**config.mk**
```make
export PLATFORM = sky130hd
export DESIGN_NAME = ifu_fetch
export DESIGN_NICKNAME = d
export VERILOG_FILES = /design/src/rtl/ifu_pkg.sv /design/src/rtl/ifu_fifo.sv /design/src/rtl/ifu_fetch.sv
export SDC_FILE = /design/constraint.sdc
export NUM_CORES = 1
export LEC_CHECK = 0
export CORE_UTILIZATION = 45
export CTS_CLUSTER_DIAMETER = 80
export DETAILED_ROUTE_END_ITERATION = 10
export GPL_ROUTABILITY_DRIVEN = 0
export PLACE_DENSITY = 0.79
export SYNTH_ARGS = -nofsm -noshare
export SYNTH_HDL_FRONTEND = slang
export SYNTH_HIERARCHICAL = 1
export SYNTH_SLANG_ARGS = --single-unit
```
**constraint.sdc**
```tcl
create_clock -name clk -period 10.7 [get_ports clk]
set_input_delay 1.605 -clock clk [delete_from_list [all_inputs] [get_ports clk]]
set_output_delay 1.605 -clock clk [all_outputs]
set_load 0.01 [all_outputs]
```
**src/rtl/ifu_pkg.sv**
```systemverilog
// ---------------------------------------------------------------------------
// ifu_pkg
// Shared definitions for the instruction fetch unit:
//   - fetch_state_e : fetch FSM encoding (ST_HALT only reachable when the
//                     IFU_MISALIGN_TRAP_EN build option is enabled)
//   - INST_STEP     : byte distance between sequential instructions
//   - buf_entry_t   : one instruction-buffer entry {pc, inst}
// ---------------------------------------------------------------------------
package ifu_pkg;

   typedef enum logic [1:0] {
      ST_IDLE  = 2'd0,
      ST_FETCH = 2'd1,
      ST_DRAIN = 2'd2,
      ST_HALT  = 2'd3
   } fetch_state_e;

   localparam int unsigned INST_STEP = 4;

   // Field widths match the default ADDR_W / INST_W of ifu_fetch; the top
   // converts to and from its own parameter widths with sized casts.
   localparam int unsigned ENTRY_ADDR_W = 32;
   localparam int unsigned ENTRY_INST_W = 32;

   typedef struct packed {
      logic [ENTRY_ADDR_W-1:0] pc;
      logic [ENTRY_INST_W-1:0] inst;
   } buf_entry_t;

endpackage

```
**src/rtl/ifu_fifo.sv**
```systemverilog
// ---------------------------------------------------------------------------
// ifu_fifo
// Small synchronous FIFO with a combinational head read.
// DEPTH must be a power of two (pointers wrap naturally).
// Ports:
//   clk, rst_n      clock, asynchronous active-low reset
//   push, wdata     write request / data (ignored when full or flushing)
//   pop             remove the head entry (ignored when empty or flushing)
//   flush           empty the FIFO; wins over push and pop
//   rdata           head entry (undefined content while empty)
//   count           number of stored entries, 0..DEPTH
//   empty, full     status flags
// ---------------------------------------------------------------------------
module ifu_fifo #(
   parameter int unsigned DEPTH = 2,
   parameter int unsigned W     = 8
) (
   input  logic                       clk,
   input  logic                       rst_n,
   input  logic                       push,
   input  logic                       pop,
   input  logic                       flush,
   input  logic [W-1:0]               wdata,
   output logic [W-1:0]               rdata,
   output logic [$clog2(DEPTH):0]     count,
   output logic                       empty,
   output logic                       full
);

   localparam int unsigned AW = $clog2(DEPTH);

   logic [W-1:0]  mem [DEPTH];
   logic [AW-1:0] wr_ptr;
   logic [AW-1:0] rd_ptr;
   logic [AW:0]   cnt;
   logic          do_push;
   logic          do_pop;

   assign empty   = (cnt == '0);
   assign full    = (cnt == (AW+1)'(DEPTH));
   assign do_push = push & ~full & ~flush;
   assign do_pop  = pop & ~empty & ~flush;
   assign rdata   = mem[rd_ptr];
   assign count   = cnt;

   // NOTE: sequential state uses non-blocking assignments so every register
   // samples the pre-edge values, independent of statement order.
   always_ff @(posedge clk or negedge rst_n) begin
      if (!rst_n) begin
         wr_ptr <= '0;
         rd_ptr <= '0;
         cnt    <= '0;
      end else if (flush) begin
         wr_ptr <= '0;
         rd_ptr <= '0;
         cnt    <= '0;
      end else begin
         if (do_push) wr_ptr <= wr_ptr + AW'(1);
         if (do_pop)  rd_ptr <= rd_ptr + AW'(1);
         cnt <= cnt + (AW+1)'(do_push) - (AW+1)'(do_pop);
      end
   end

   // NOTE: the storage array has no reset; entries are only visible once
   // counted, so clearing them would cost reset fan-out for nothing.
   always_ff @(posedge clk) begin
      if (do_push) mem[wr_ptr] <= wdata;
   end

endmodule

```
**src/rtl/ifu_fetch.sv**
```systemverilog
// ---------------------------------------------------------------------------
// ifu_fetch
// Instruction fetch initiator. Issues sequential word addresses from the PC
// on a valid/ready request channel, buffers in-order responses for the
// decoder and handles redirects by flushing the buffer and dropping stale
// in-flight responses. Requests are credit-limited so that every response
// always finds room in the buffer.
// Ports:
//   clk, rst_n                       clock, asynchronous active-low reset
//   imem_req_valid/ready, imem_addr  fetch request channel (word aligned)
//   imem_rsp_valid, imem_rsp_inst    in-order fetch responses
//   inst_valid/ready, inst, inst_pc  buffered instruction to the decoder
//   redirect_valid, redirect_pc      branch/jump redirect (highest priority)
//   fetch_fault                      sticky misaligned-redirect flag
//                                    (only with IFU_MISALIGN_TRAP_EN)
// Build option: define IFU_MISALIGN_TRAP_EN to trap misaligned redirect
// targets into a HALT state instead of silently clearing bits [1:0].
// ---------------------------------------------------------------------------
module ifu_fetch
   import ifu_pkg::*;
#(
   parameter int unsigned       ADDR_W    = 32,
   parameter int unsigned       INST_W    = 32,
   parameter logic [ADDR_W-1:0] PC_RST    = 32'h8000_0000,
   parameter int unsigned       BUF_DEPTH = 2
) (
   input  logic              clk,
   input  logic              rst_n,
   output logic              imem_req_valid,
   input  logic              imem_req_ready,
   output logic [ADDR_W-1:0] imem_addr,
   input  logic              imem_rsp_valid,
   input  logic [INST_W-1:0] imem_rsp_inst,
   output logic              inst_valid,
   input  logic              inst_ready,
   output logic [INST_W-1:0] inst,
   output logic [ADDR_W-1:0] inst_pc,
   input  logic              redirect_valid,
   input  logic [ADDR_W-1:0] redirect_pc
`ifdef IFU_MISALIGN_TRAP_EN
  ,output logic              fetch_fault
`endif
);

   localparam int unsigned CW      = $clog2(BUF_DEPTH) + 1;
   localparam logic [CW:0] DEPTH_C = (CW+1)'(BUF_DEPTH);

   fetch_state_e      state_q, state_d;
   logic [ADDR_W-1:0] pc_q;
   logic [CW-1:0]     drop_q, drop_d;
   logic [CW-1:0]     buf_cnt, pcq_cnt;
   logic              buf_empty, buf_full, pcq_empty, pcq_full;
   logic [ADDR_W-1:0] rsp_pc;
   buf_entry_t        buf_wdata, buf_rdata;
   logic              credit_ok;
   logic              req_fire, rsp_take, rsp_drop, rsp_keep, pop_fire;

   // The in-flight PC queue tracks exactly the outstanding requests, so its
   // occupancy doubles as the outstanding counter.
   assign req_fire  = imem_req_valid & imem_req_ready;
   assign rsp_take  = imem_rsp_valid & ~pcq_empty;
   assign rsp_drop  = rsp_take & (drop_q != '0);
   assign rsp_keep  = rsp_take & (drop_q == '0) & ~redirect_valid & ~buf_full;
   assign pop_fire  = inst_valid & inst_ready & ~redirect_valid;
   assign credit_ok = (({1'b0, buf_cnt} + {1'b0, pcq_cnt}) < DEPTH_C) & ~pcq_full;

   ifu_fifo #(.DEPTH(BUF_DEPTH), .W(ADDR_W)) u_pcq (
      .clk   (clk),
      .rst_n (rst_n),
      .push  (req_fire),
      .pop   (rsp_take),
      .flush (1'b0),
      .wdata (pc_q),
      .rdata (rsp_pc),
      .count (pcq_cnt),
      .empty (pcq_empty),
      .full  (pcq_full)
   );

   always_comb begin
      buf_wdata      = '0;
      buf_wdata.pc   = ENTRY_ADDR_W'(rsp_pc);
      buf_wdata.inst = ENTRY_INST_W'(imem_rsp_inst);
   end

   ifu_fifo #(.DEPTH(BUF_DEPTH), .W($bits(buf_entry_t))) u_buf (
      .clk   (clk),
      .rst_n (rst_n),
      .push  (rsp_keep),
      .pop   (pop_fire),
      .flush (redirect_valid),
      .wdata (buf_wdata),
      .rdata (buf_rdata),
      .count (buf_cnt),
      .empty (buf_empty),
      .full  (buf_full)
   );

   assign inst_valid = ~buf_empty;
   assign inst       = inst_valid ? INST_W'(buf_rdata.inst) : '0;
   assign inst_pc    = inst_valid ? ADDR_W'(buf_rdata.pc) : '0;
   assign imem_addr  = pc_q;

   // Everything in flight at a redirect is stale, including a request
   // accepted in that same cycle, minus a response that retires in it.
   always_comb begin
      drop_d = drop_q;
      if (redirect_valid) begin
         drop_d = pcq_cnt + CW'(req_fire) - CW'(rsp_take);
      end else if (rsp_drop) begin
         drop_d = drop_q - CW'(1);
      end
   end

   // NOTE: every output of this block gets a default first, so no path
   // leaves a signal unassigned and no latch is inferred.
   always_comb begin
      state_d        = state_q;
      imem_req_valid = 1'b0;
      case (state_q)
         ST_IDLE:  state_d = ST_FETCH;
         ST_FETCH: imem_req_valid = credit_ok;
         ST_DRAIN: if (drop_q == '0) state_d = ST_FETCH;
`ifdef IFU_MISALIGN_TRAP_EN
         ST_HALT:  state_d = ST_HALT;
`endif
         default:  state_d = ST_IDLE;
      endcase
      if (redirect_valid) begin
         state_d = (drop_d != '0) ? ST_DRAIN : ST_FETCH;
`ifdef IFU_MISALIGN_TRAP_EN
         if ((redirect_pc[1:0] != 2'b00) || (state_q == ST_HALT)) state_d = ST_HALT;
`endif
      end
   end

   always_ff @(posedge clk or negedge rst_n) begin
      if (!rst_n) begin
         state_q <= ST_IDLE;
         pc_q    <= PC_RST;
         drop_q  <= '0;
      end else begin
         state_q <= state_d;
         drop_q  <= drop_d;
         if (redirect_valid) begin
            pc_q <= redirect_pc & ~ADDR_W'(3);
         end else if (req_fire) begin
            pc_q <= pc_q + ADDR_W'(INST_STEP);
         end
      end
   end

`ifdef IFU_MISALIGN_TRAP_EN
   always_ff @(posedge clk or negedge rst_n) begin
      if (!rst_n) begin
         fetch_fault <= 1'b0;
      end else if (redirect_valid && (redirect_pc[1:0] != 2'b00)) begin
         fetch_fault <= 1'b1;
      end
   end
`endif

   // A response with nothing outstanding is a memory protocol error; it is
   // ignored by the datapath above.
   rsp_protocol_a: assert property (@(posedge clk) disable iff (!rst_n)
      imem_rsp_valid |-> !pcq_empty);

endmodule

```
## Yosys cells after proc, flatten, opt, wreduce, memory -nomap -nowiden

Memory sizes are Yosys's and may differ from the RTL's.
Index checks and enable logic that the tools add are counted.

- Register bits: 44
- Bits in latches: 0
- Memory bits (writable): 192
- ROM bits: 0
- Bits of input ports: 70
- Output and inout bits: 98
- Logic and storage cells: 81
- Memories: 2

Memories:

| memory | words | bits a word | rd ports | clocked after memory_dff | wr ports | line | source |
|---|---|---|---|---|---|---|---|
| u_buf.mem | 2 | 64 | 1 | 0 | 1 | ifu_fifo.sv:32 | `logic [W-1:0] mem [DEPTH];` |
| u_pcq.mem | 2 | 32 | 1 | 0 | 1 | ifu_fifo.sv:32 |  |

- Add/sub/neg operators: 13
- $mul: 0
- Div/mod/pow operators: 0
- Magnitude comparators: 1
- Equal/unequal tests: 6
- Shift operators: 0
- Multiplexer cells: 20
- Bitwise gates (word level): 20
- Reduce and logical (&&, ||, !) cells: 10

Operator list:

| cell | count |
|---|---|
| 32-bit 2-to-1 mux | 4 |
| 32-bit by 3-bit adder with 32-bit output (second input constant) | 1 |
| 1-bit bitwise AND | 15 |
| 2-bit 2-to-1 mux | 6 |
| 2-bit nonzero test | 5 |
| 1-bit 2-to-1 mux | 9 |
| 2-bit logical NOT | 4 |
| 2-bit by 1-bit adder with 2-bit output | 3 |
| 2-bit equality test (second input constant) | 3 |
| 2-bit case mux with 3 select lines | 1 |
| 2-bit by 1-bit subtractor with 2-bit output | 3 |
| 1-bit NOT | 5 |
| 1-bit adder (second input constant) | 4 |
| 2-bit by 2-bit adder with 3-bit output | 1 |
| 3-bit by 2-bit < comparator with 1-bit output (second input constant) | 1 |
| 3-bit inequality test (second input constant) | 1 |
| 2-bit by 1-bit equality test with 1-bit output (second input constant) | 1 |
| 2-bit inequality test (second input constant) | 1 |
| 2-bit AND reduction | 1 |
| 2-bit by 1-bit subtractor with 2-bit output (second input constant) | 1 |

## Logic depth before layout (Yosys ltp)

Gate-level depths: netlist of the first run.

- Depth after elaboration: 11
- Mapped depth: 12
- Gate-level depth less buffers: 12

## By module

Netlist of the first run, hierarchy kept.

By module, submodules not included:

| module | instances | cells each | area an instance (um^2) | sequential area each (um^2) |
|---|---|---|---|---|
| ifu_fifo at u_buf | 1 | 224 | 5,052.3 | 3,943.8 |
| ifu_fifo at u_pcq | 1 | 125 | 2,690.1 | 2,021.9 |
| ifu_fetch | 1 | 332 | 2,641.3 | 852.1 |

## Worst setup path before layout of the first run

Ideal clock, no wire load.

- Path type: input to register
- From: input port redirect_valid
- To: memory u_buf/mem[0][0] (netlist name) (enable)
- Library setup time: 486 ps
- Data arrival time: 5,080 ps
- Required time: 10,214 ps
- Slack: 5,133 ps
- Cell stages on the path: 6
- Path buffers: 2
- Path through: clkbuf_1 > buf_1 > nor2_1 > and3_1 > nand3b_1 > nor2_1

- Cells in the longest elaborated chain, start to end: 7

RTL lines:

| item | line | source |
|---|---|---|
| start: declaration | ifu_fetch.sv:38 | `input logic redirect_valid,` |
| 1-bit NOT | ifu_fetch.sv:63 | `assign rsp_keep = rsp_take & (drop_q == '0) & ~redirect_valid & ~buf_full;` |
| 1-bit bitwise AND (2 in a row) | ifu_fetch.sv:63 |  |
| via rsp_keep | ifu_fetch.sv:56 | `logic req_fire, rsp_take, rsp_drop, rsp_keep, pop_fire;` |
| 1-bit bitwise AND (2 in a row) | ifu_fifo.sv:41 | `assign do_push = push & ~full & ~flush;` |
| 1-bit 2-to-1 mux | ifu_fifo.sv:67 | `if (do_push) mem[wr_ptr] <= wdata;` |
| 1-bit 2-to-1 mux (not written as such) | ifu_fifo.sv:67 |  |
| end: declaration | ifu_fifo.sv:32 |  |

The timed path passes the listed nets, and every way through them passes these cells.

==> impl_metrics.csv, run 1 <==
group,metric,value,unit
run_status,status,"finished, final reports clean",
global_route,grt_max_degree,66,
final_layout,drive_gt1_share,17.5,%
synthesis,ys_types,51,
global_route,grt-ovfl-total,0,
sta,slew_headroom,22.0,%
route,first_pass_iters,4,
route,routed_wirelength,20700,um
setup_path,reg2reg_depth,7,
route,wire_per_inst,17.9,um
floorplanning,pin_count,168,
floorplanning,dieHeight,154,um
synthesis,synth_top_cell_by_area,"edfxtp_1",
sta,max_freq,0.216,GHz
global_route,grt_pass1_vias,5930,
final_layout,utilization,57.6,%
setup_path,end_kind,"primary output",
synthesis,synthTopCellsByArea,"edfxtp_1 (56%), mux2_4 (11%), dfrtp_1 (9.9%)",
setup_path,r2r_start,"u_pcq/count[0]",
final_layout,layout_commonest_cell,"edfxtp_1",
route,routed_via_density,5.29,
synthesis,seq_area_frac_synth,65.7,%
sta,setup_tns,0,ns
route,dr_total_vias,6105,
final_layout,multi_input_area,3310,sq um
final_layout,area_growth,25.5,%
placement,port_buffers,163,
sta,fin_worst_skew,0.0146,ns
sta,period_share,43.3,%
setup_path,rrSetupSlack,7.26,ns
clocking,numCtsBuffers,25,
setup_path,slowest_delay,0.71,ns
route,drc,0,
synthesis,syn_inst,681,
global_route,grt_first_pass_wirelength,32000,um
setup_path,cp-startpoint,"u_buf/rd_ptr",
synthesis,ys_ff_latch,234,
synthesis,syn_area_per_cell,15.2,sq um
clocking,clk_pin_slew,0.06,ns
global_route,antenna_found_initial,2,
pwr,p_leak,4.55,nW
final_layout,fillers,1782,
global_route,track_usage,17.4,%
pwr,p_per_area,167,nW/um^2
final_layout,layout_common_cells,"edfxtp_1 (192), clkdlybuf4s50_1 (162), mux2_4 (79)",
setup_path,slowest_stage,"dfrtp_4",
setup_path,r2r-end,"u_pcq/mem[0][30]",
min_path,hold_class,"reg -> reg",
clocking,cts-htree-levels,1,
route,ant_nets,0,
synthesis,synth_top_area_share,55.5,%
clocking,hold_buffers,0,
synthesis,ys_warn_count,6,
sta,setup_viol,0,
sta,fin_crit,4.64,ns
sta,drv_slew,0,
sta,hold_violations,0,
clocking,clockBufferDepth,3,
pwr,ir_drop,118,uV
clocking,cts_sinks,234,
final_layout,nets,929,
clocking,postCtsSetupRepairBufs,0,
synthesis,synthArstFlopShare,17.9,%
setup_path,start_kind,"flop",
setup_path,worst_ep_required_time,9.10,ns
synthesis,synth_ff_type,"edfxtp_1",
setup_path,path_max_fanout,43,
clocking,cts_tree,"yes",
clocking,cts_repair_resize_count,0,
clocking,insertion_delay,0.51,ns
final_layout,layout.area.seq,6820,sq um
placement,dp_hpwl,13000,um
setup_path,cp_data_arrival_time,3.03,ns
setup_path,critPathKind,"reg -> out",
synthesis,synth-edff-count,192,
sta,grt_setup_unrepaired,"false",
clocking,cts_root_buf,"clkbuf_16",
floorplanning,chipWidth,154,um
job,drv_cap,0,
setup_path,path_cells,"buf_4, mux2_2, nor2b_1, clkdlybuf4s50_1",
floorplanning,coreArea,22600,sq um
route,drtIter0Drc,269,
floorplanning,initial_utilization,45.9,%
floorplanning,die_area,23700,sq um
setup_path,crit_end,"inst_pc[11]",
synthesis,synth_area,10400,sq um
sta,worst_pin_slew,1.17,ns
floorplanning,rows,55,
==> synthesized netlist by cell type, types with 13 or more instances <==
master,instances
edfxtp_1,192
mux2_4,79
nor2b_1,73
dfrtp_1,41
nor2_1,37
clkbuf_1,20
nand2_1,19
o21ai_0,19
inv_1,18
mux2_2,17
a31oi_1,16
nand3_1,13
or4_1,13
==> per-layer routing <==
metal	routed length (um)	GRT usage (%)
met1	8700	21.5
met2	10400	31.0
met3	1150	3.44
met4	462	4.95
met5	0	0
==> state kept, by name (all words and copies together), names as in the netlist <==
name and count:
u_pcq/mem 64, drop_q 2, u_buf/count 2, u_pcq/wr_ptr 1
u_buf/mem 128, u_pcq/count 2, u_buf/rd_ptr 1, state_q 2
u_buf/wr_ptr 1, imem_addr 30, u_pcq/rd_ptr 1
==> cell type report <==
class	count	area share, %
clock inverters	13	0.903
multi-input cells	402	25.4
diodes	1	0.0192
repair buffers	168	12.8
well taps	285	2.74
clock buffers	32	5.23
flip-flops and latches	234	52.4
inverters	19	0.547
==> worst max-delay path, delay by kind of cell (launching register included) <==
| kind | cells | cell delay, ns |
|---|---|---|
| flip-flops | 1 | 0.71 |
| buffers and inverters | 2 | 1.20 |
| AND/OR/NAND/NOR | 1 | 0.14 |
| multiplexers | 1 | 0.41 |
==> where the power goes <==
group / internal [mW] / switching [mW]
Sequential: 1.06 / 0.0473
Combinational: 0.125 / 0.118
Clock: 0.497 / 0.331
==> how the worst min path moves through the flow <==
stage,startpoint,endpoint,slack (ns),cells past startpoint
floorplan,u_buf/wr_ptr,u_buf/wr_ptr,0.45,1
global placement,state_q[0],state_q[1],0.50,1
detailed placement,state_q[0],state_q[1],0.53,1
CTS,state_q[0],state_q[1],0.54,1
global route,imem_addr[31],u_pcq/mem[0][31],0.56,0
finish,u_buf/wr_ptr,u_buf/wr_ptr,0.54,1
==> cell families (layout without fill, tap and decap cells) <==
kind of cell    count (synthesis)  count (layout)  synth area share [%]
other cells                     1              13                0.0361
xor+xnor                       13              13                  1.10
flops                         234             234                  65.7
buf+inv                        56             232                  3.18
mux                            97              97                  13.4
simple gates                  207             207                  11.4
compound gates                 64              64                  4.08
fa+ha+maj                       9               9                  1.16
==> per-stage QoR <==
| step | setup WS (ns) | area, sq um | power (mW) | hold slack [ns] | instances |
|---|---|---|---|---|---|
| 6_report | 6.06 | 13000 | 2.17 | 0.536 | 1154 |
| 5_1_grt | 5.87 | 13000 | 2.26 | 0.559 | 1153 |
| 4_1_cts | 6.00 | 13000 | 2.20 | 0.536 | 1153 |
| 3_5_place_dp | 5.58 | 12200 | 1.36 | 0.527 | 1108 |
| 3_3_place_gp | 5.64 | 12200 | 1.35 | 0.497 | 1108 |
| 2_1_floorplan | 5.13 | 10400 | 1.25 | 0.452 | 692 |
No activity file was read; power rests on OpenSTA's default activity.
==> inputs of run 2 (changes only) <==
--- a/config.mk
+++ b/config.mk
@@ -9,7 +9,7 @@
 export CTS_CLUSTER_DIAMETER = 80
 export DETAILED_ROUTE_END_ITERATION = 10
 export GPL_ROUTABILITY_DRIVEN = 0
-export PLACE_DENSITY = 0.79
+export PLACE_DENSITY = 0.82
 export SYNTH_ARGS = -nofsm -noshare
 export SYNTH_HDL_FRONTEND = slang
 export SYNTH_HIERARCHICAL = 1
==> constraint.sdc (replaced) <==
create_clock -name clk -period 4 [get_ports clk]
set_input_delay 0.6 -clock clk [delete_from_list [all_inputs] [get_ports clk]]
set_output_delay 0.6 -clock clk [all_outputs]
set_load 0.01 [all_outputs]
==> run 2 against run 1 <==
Final area increased by 1.4%; utilization increased by 0.82 points; sequential share of layout area decreased by 0.73 points; combinational power increased to 2.8 times the previous value; clock-buffer cell count increased by 6; global-route usage increased by 0.38 points; clock skew decreased by 0.0015 ns; sequential power increased to 2.7 times the previous value; worst hold slack got worse by 0.27 ns; critical path type unchanged; largest cell class unchanged; highest routed layer unchanged.
==> impl_metrics.csv, run 2 (same netlist as run 1, synthesis figures left out) <==
group,metric,value,unit
global_route,grt_pass1_vias,6157,
pwr,p_leak,4.61,nW
floorplanning,chipWidth,154,um
global_route,grt-ovfl-total,0,
final_layout,layout_common_cells,"edfxtp_1 (192), clkdlybuf4s50_1 (162), mux2_4 (79)",
clocking,cts_root_buf,"clkbuf_16",
final_layout,area_growth,27.3,%
clocking,numCtsBuffers,26,
min_path,hold_class,"in -> async",
job,drv_cap,0,
setup_path,r2r-end,"imem_addr[19]",
clocking,cts_sinks,234,
setup_path,crit_end,"imem_req_valid",
sta,fin_crit,3.39,ns
floorplanning,dieHeight,154,um
setup_path,reg2reg_depth,6,
sta,worst_pin_slew,1.08,ns
sta,setup_viol,0,
clocking,clockBufferDepth,3,
setup_path,critPathKind,"reg -> out",
route,routed_wirelength,21000,um
clocking,clk_pin_slew,0.06,ns
pwr,power_frac_comb,11.4,%
floorplanning,coreArea,22600,sq um
final_layout,top_register,"u_buf/mem",
floorplanning,pin_count,168,
pwr,total_power,5.90,mW
sta,grt_setup_unrepaired,"false",
setup_path,cp-startpoint,"u_pcq/count[0]",
sta,max_freq,0.295,GHz
setup_path,end_kind,"primary output",
global_route,track_usage,17.8,%
route,drc,0,
final_layout,multi_input_area,3310,sq um
sta,fin_worst_skew,0.0131,ns
placement,dp_slack,0.858,ns
placement,port_buffers,163,
final_layout,stdcell_count,1163,
route,first_pass_iters,5,
sta,worst_slack,0.608,ns
pwr,p_seq_share,50.0,%
clocking,hold_buffers,0,
sta,hold_violations,0,
pwr,p_sw,1.37,mW
setup_path,worst_ep_required_time,3.40,ns
global_route,antenna_found_initial,0,
final_layout,nets,937,
sta,period_share,84.8,%
run_status,status,"finished, final reports clean",
floorplanning,initial_utilization,45.9,%
route,routed_via_density,5.30,
route,wire_per_inst,18.1,um
clocking,cts-htree-levels,1,
clocking,postCtsSetupRepairBufs,0,
placement,post_dp_cell_area,12400,sq um
placement,dp_cells,1115,
final_layout,layout_commonest_cell,"edfxtp_1",
final_layout,layout.area.seq,6820,sq um
setup_path,path_max_fanout,8,
pwr,p_per_area,447,nW/um^2
pwr,ir_drop,309,uV
global_route,grt_first_pass_wirelength,32700,um
setup_path,cp_data_arrival_time,2.79,ns
final_layout,diodes,0,
pwr,clkPwrFrac,38.7,%
floorplanning,rows,55,
global_route,grt_max_degree,43,
setup_path,r2r_start,"u_pcq/count[0]",
final_layout,largest_register_ff_count,128,
route,ant_nets,0,
final_layout,drive_gt1_share,18.1,%
setup_path,start_kind,"flop",
clocking,cts_tree,"yes",
route,dr_total_vias,6164,
pwr,internal-power,4.53,mW
sta,setup_tns,0,ns
floorplanning,die_area,23700,sq um
final_layout,fillers,1735,
final_layout,final_cell_area,13200,sq um
route,drtIter0Drc,370,
sta,slew_headroom,27.9,%
placement,dp_hpwl,13800,um
clocking,insertion_delay,0.52,ns
sta,drv_slew,0,
setup_path,rrSetupSlack,0.81,ns
clocking,cts_repair_resize_count,0,
pwr,switching_share,23.2,%
==> run 2: worst min-delay path by stage <==
stage / cells past startpoint / start / slack, ns / to
after floorplan: 0 / rst_n / 0.30 / drop_q[0]
after global placement: 1 / state_q[0] / 0.50 / state_q[1]
after detailed placement: 1 / state_q[0] / 0.51 / state_q[1]
after CTS: 1 / rst_n / 0.28 / imem_addr[14]
after global routing: 1 / rst_n / 0.33 / u_pcq/count[1]
final: 1 / rst_n / 0.26 / imem_addr[14]
==> run 2: power groups by stage <==
stage	registers (mW)	clock network (mW)	logic, mW
finish	2.95	2.28	0.670
global route	2.97	2.43	0.738
CTS	2.95	2.34	0.679
detailed placement	3.00	0	0.671
global placement	2.99	0	0.646
floorplan	2.97	0	0.363
==> run 2: layout make-up <==
class / instances / share of cell area, %
clock buffer: 38 / 5.65
tap: 285 / 2.70
sequential: 234 / 51.6
clock inverter: 10 / 0.663
inverter: 19 / 0.540
multi-input combinational: 402 / 25.1
timing repair buffer: 175 / 13.7
==> run 2: worst max-delay path, cell delays in order (launching register included) <==
cell	delay (ns)
dfrtp_1	0.44
and2_1	0.19
fa_1	0.45
or3_1	0.51
nor2_1	0.13
clkdlybuf4s50_1	0.55
==> run 2: metal layers <==
metal  GRT usage, %  share of wire [%]
met1           21.7                 40
met2           31.7                 51
met3           4.00                7.4
met4           4.90                2.1
met5              0                  0
==> run 2: metrics by stage <==
stage,hold slack [ns],utilization (%)
2_1_floorplan,0.304,-
3_3_place_gp,0.499,54.7
3_5_place_dp,0.513,54.7
4_1_cts,0.283,58.4
5_1_grt,0.326,58.4
6_report,0.263,58.4
==> inputs of run 3 (changes only) <==
==> constraint.sdc (replaced) <==
create_clock -name clk -period 2.95 [get_ports clk]
set_input_delay 0.4425 -clock clk [delete_from_list [all_inputs] [get_ports clk]]
set_output_delay 0.4425 -clock clk [all_outputs]
set_load 0.01 [all_outputs]
==> run 3 against run 2 <==
Die area is the same; critical path depth up 1; register-to-register slack worse by 0.67 ns; combinational power grew 44%; global-route usage is 0.12 points higher; first-iteration DRC count decreased by 18%; power rose by 33%; clock power increased by 29%; worst hold slack worse by 0.19 ns; worst setup slack lost 0.53 ns; critical path type unchanged; largest cell class unchanged.
==> impl_metrics.csv, run 3 (same netlist as run 1, synthesis figures left out) <==
group,metric,value,unit
pwr,p_per_area,594,nW/um^2
placement,dp_cells,1129,
sta,drv_slew,0,
floorplanning,die_area,23700,sq um
sta,max_freq,0.348,GHz
clocking,cts_tree,"yes",
setup_path,cp_data_arrival_time,2.43,ns
clocking,cts_root_buf,"clkbuf_16",
pwr,ir_drop,589,uV
setup_path,slowest_delay,0.51,ns
route,dr_total_vias,6132,
job,drv_cap,0,
final_layout,nets,952,
sta,fin_crit,2.87,ns
setup_path,slowest_stage,"fa_1",
setup_path,crit_buf_inv,2,
route,first_pass_iters,5,
final_layout,layout_common_cells,"edfxtp_1 (192), clkdlybuf4s50_1 (161), mux2_4 (79)",
final_layout,layout_commonest_cell,"edfxtp_1",
sta,setup_viol,0,
final_layout,largest_register_ff_count,128,
global_route,grt_pass1_vias,6167,
global_route,track_usage,17.9,%
setup_path,critPathKind,"reg -> out",
route,routed_via_density,5.22,
clocking,hold_buffers,0,
final_layout,diodes,0,
clocking,clockBufferDepth,3,
floorplanning,coreArea,22600,sq um
setup_path,path_cells,"and2_1, fa_1, or3_4, buf_4, nor2_2, clkdlybuf4s15_2",
floorplanning,chipWidth,154,um
sta,worst_pin_slew,0.976,ns
run_status,status,"finished, final reports clean",
floorplanning,initial_utilization,45.9,%
sta,fin_worst_skew,0.0198,ns
route,wire_per_inst,18.1,um
min_path,hold_class,"in -> async",
pwr,total_power,7.88,mW
global_route,grt_first_pass_wirelength,33000,um
clocking,numCtsBuffers,25,
final_layout,stdcell_count,1175,
global_route,antenna_found_initial,1,
floorplanning,rows,55,
sta,slew_headroom,34.9,%
setup_path,end_kind,"primary output",
floorplanning,dieHeight,154,um
sta,hold_violations,0,
floorplanning,pin_count,168,
final_layout,utilization,58.6,%
global_route,grt-ovfl-total,0,
clocking,cts_sinks,234,
route,routed_wirelength,21200,um
placement,dp_slack,0.0159,ns
clocking,cts-htree-levels,1,
placement,port_buffers,163,
setup_path,start_kind,"flop",
route,drtIter0Drc,304,
setup_path,crit_family,"simple AND/OR/NAND/NOR gates",
clocking,clk_pin_slew,0.06,ns
sta,worst_slack,0.0773,ns
sta,setup_tns,0,ns
route,ant_nets,0,
sta,period_share,97.4,%
final_layout,area_growth,27.8,%
setup_path,worst_ep_required_time,2.51,ns
final_layout,top_register,"u_buf/mem",
setup_path,path_max_fanout,5,
clocking,insertion_delay,0.52,ns
route,drc,0,
global_route,grt_max_degree,65,
final_layout,drive_gt1_share,19.6,%
pwr,p_leak,4.67,nW
placement,dp_hpwl,14300,um
==> run 3: cell count changes in the layout (fill, tap and decap cells not counted), sizes merged <==
cell	previous run	this run
clkdlybuf4s50	162	161
clkinvlp	4	1
buf	13	29
clkinv	5	10
bufinv	1	2
clkdlybuf4s15	0	1
clkbuf	38	31
==> run 3: final timing paths <==
kind | start | end | slack [ns] | depth (start not counted)
worst max-delay path | u_pcq/count[0] | imem_req_valid | 0.08 | 6
worst min-delay path | rst_n | imem_addr[12] | 0.08 | 1
worst max register to register | u_pcq/count[0] | state_q[1] | 0.14 | 11
worst min register to register | state_q[0] | state_q[1] | 0.52 | 1
max in group asynchronous | rst_n | u_buf/rd_ptr | 2.14 | 1
min in group clk | redirect_pc[10] | imem_addr[10] | 0.47 | 3
==> run 3: worst register-to-register path: stages, from the launching register on <==
cell     delay [ns]
dfrtp_1        0.37
and2_1         0.18
fa_1           0.51
nor3_1         0.29
nand3_1        0.18
ha_1           0.31
inv_1          0.04
ha_1           0.18
xnor2_1        0.13
xnor2_1        0.15
o21ai_0        0.23
o41ai_1        0.12
==> run 3: area by class of cell <==
type	count	area, sq um
Fill cell	1726	9370
Sequential cell	234	6820
Multi-Input combinational cell	402	3330
Timing Repair Buffer	191	1930
Clock buffer	31	648
Tap cell	285	357
Clock inverter	13	116
Inverter	19	71.3
==> run 3: where the power goes <==
| part | internal [mW] | leakage (nW) | switching (mW) |
|---|---|---|---|
| Clock | 1.73 | 0.374 | 1.21 |
| Combinational | 0.498 | 2.06 | 0.467 |
| Sequential | 3.83 | 2.23 | 0.148 |
==> run 3: per-stage QoR <==
stage | hold slack, ns | area [sq um]
floorplan | 0.147 | 10400
global placement | 0.493 | 12500
detailed placement | 0.513 | 12500
CTS | 0.0932 | 13300
global route | 0.139 | 13300
finish | 0.0764 | 13300
==> run 3: repair_timing <==
item	CTS	global route
gates resized for setup	4	3
setup endpoints to repair	5	66
cloned	0	0
pin swaps	0	3
buffers inserted	2	0
==> run 3: routing by layer <==
layer  routed length (um)  GRT usage, %
met2                10900          31.8
met3                 1080          3.07
met1                 8680          22.1
met4                  547          6.10
met5                    0             0
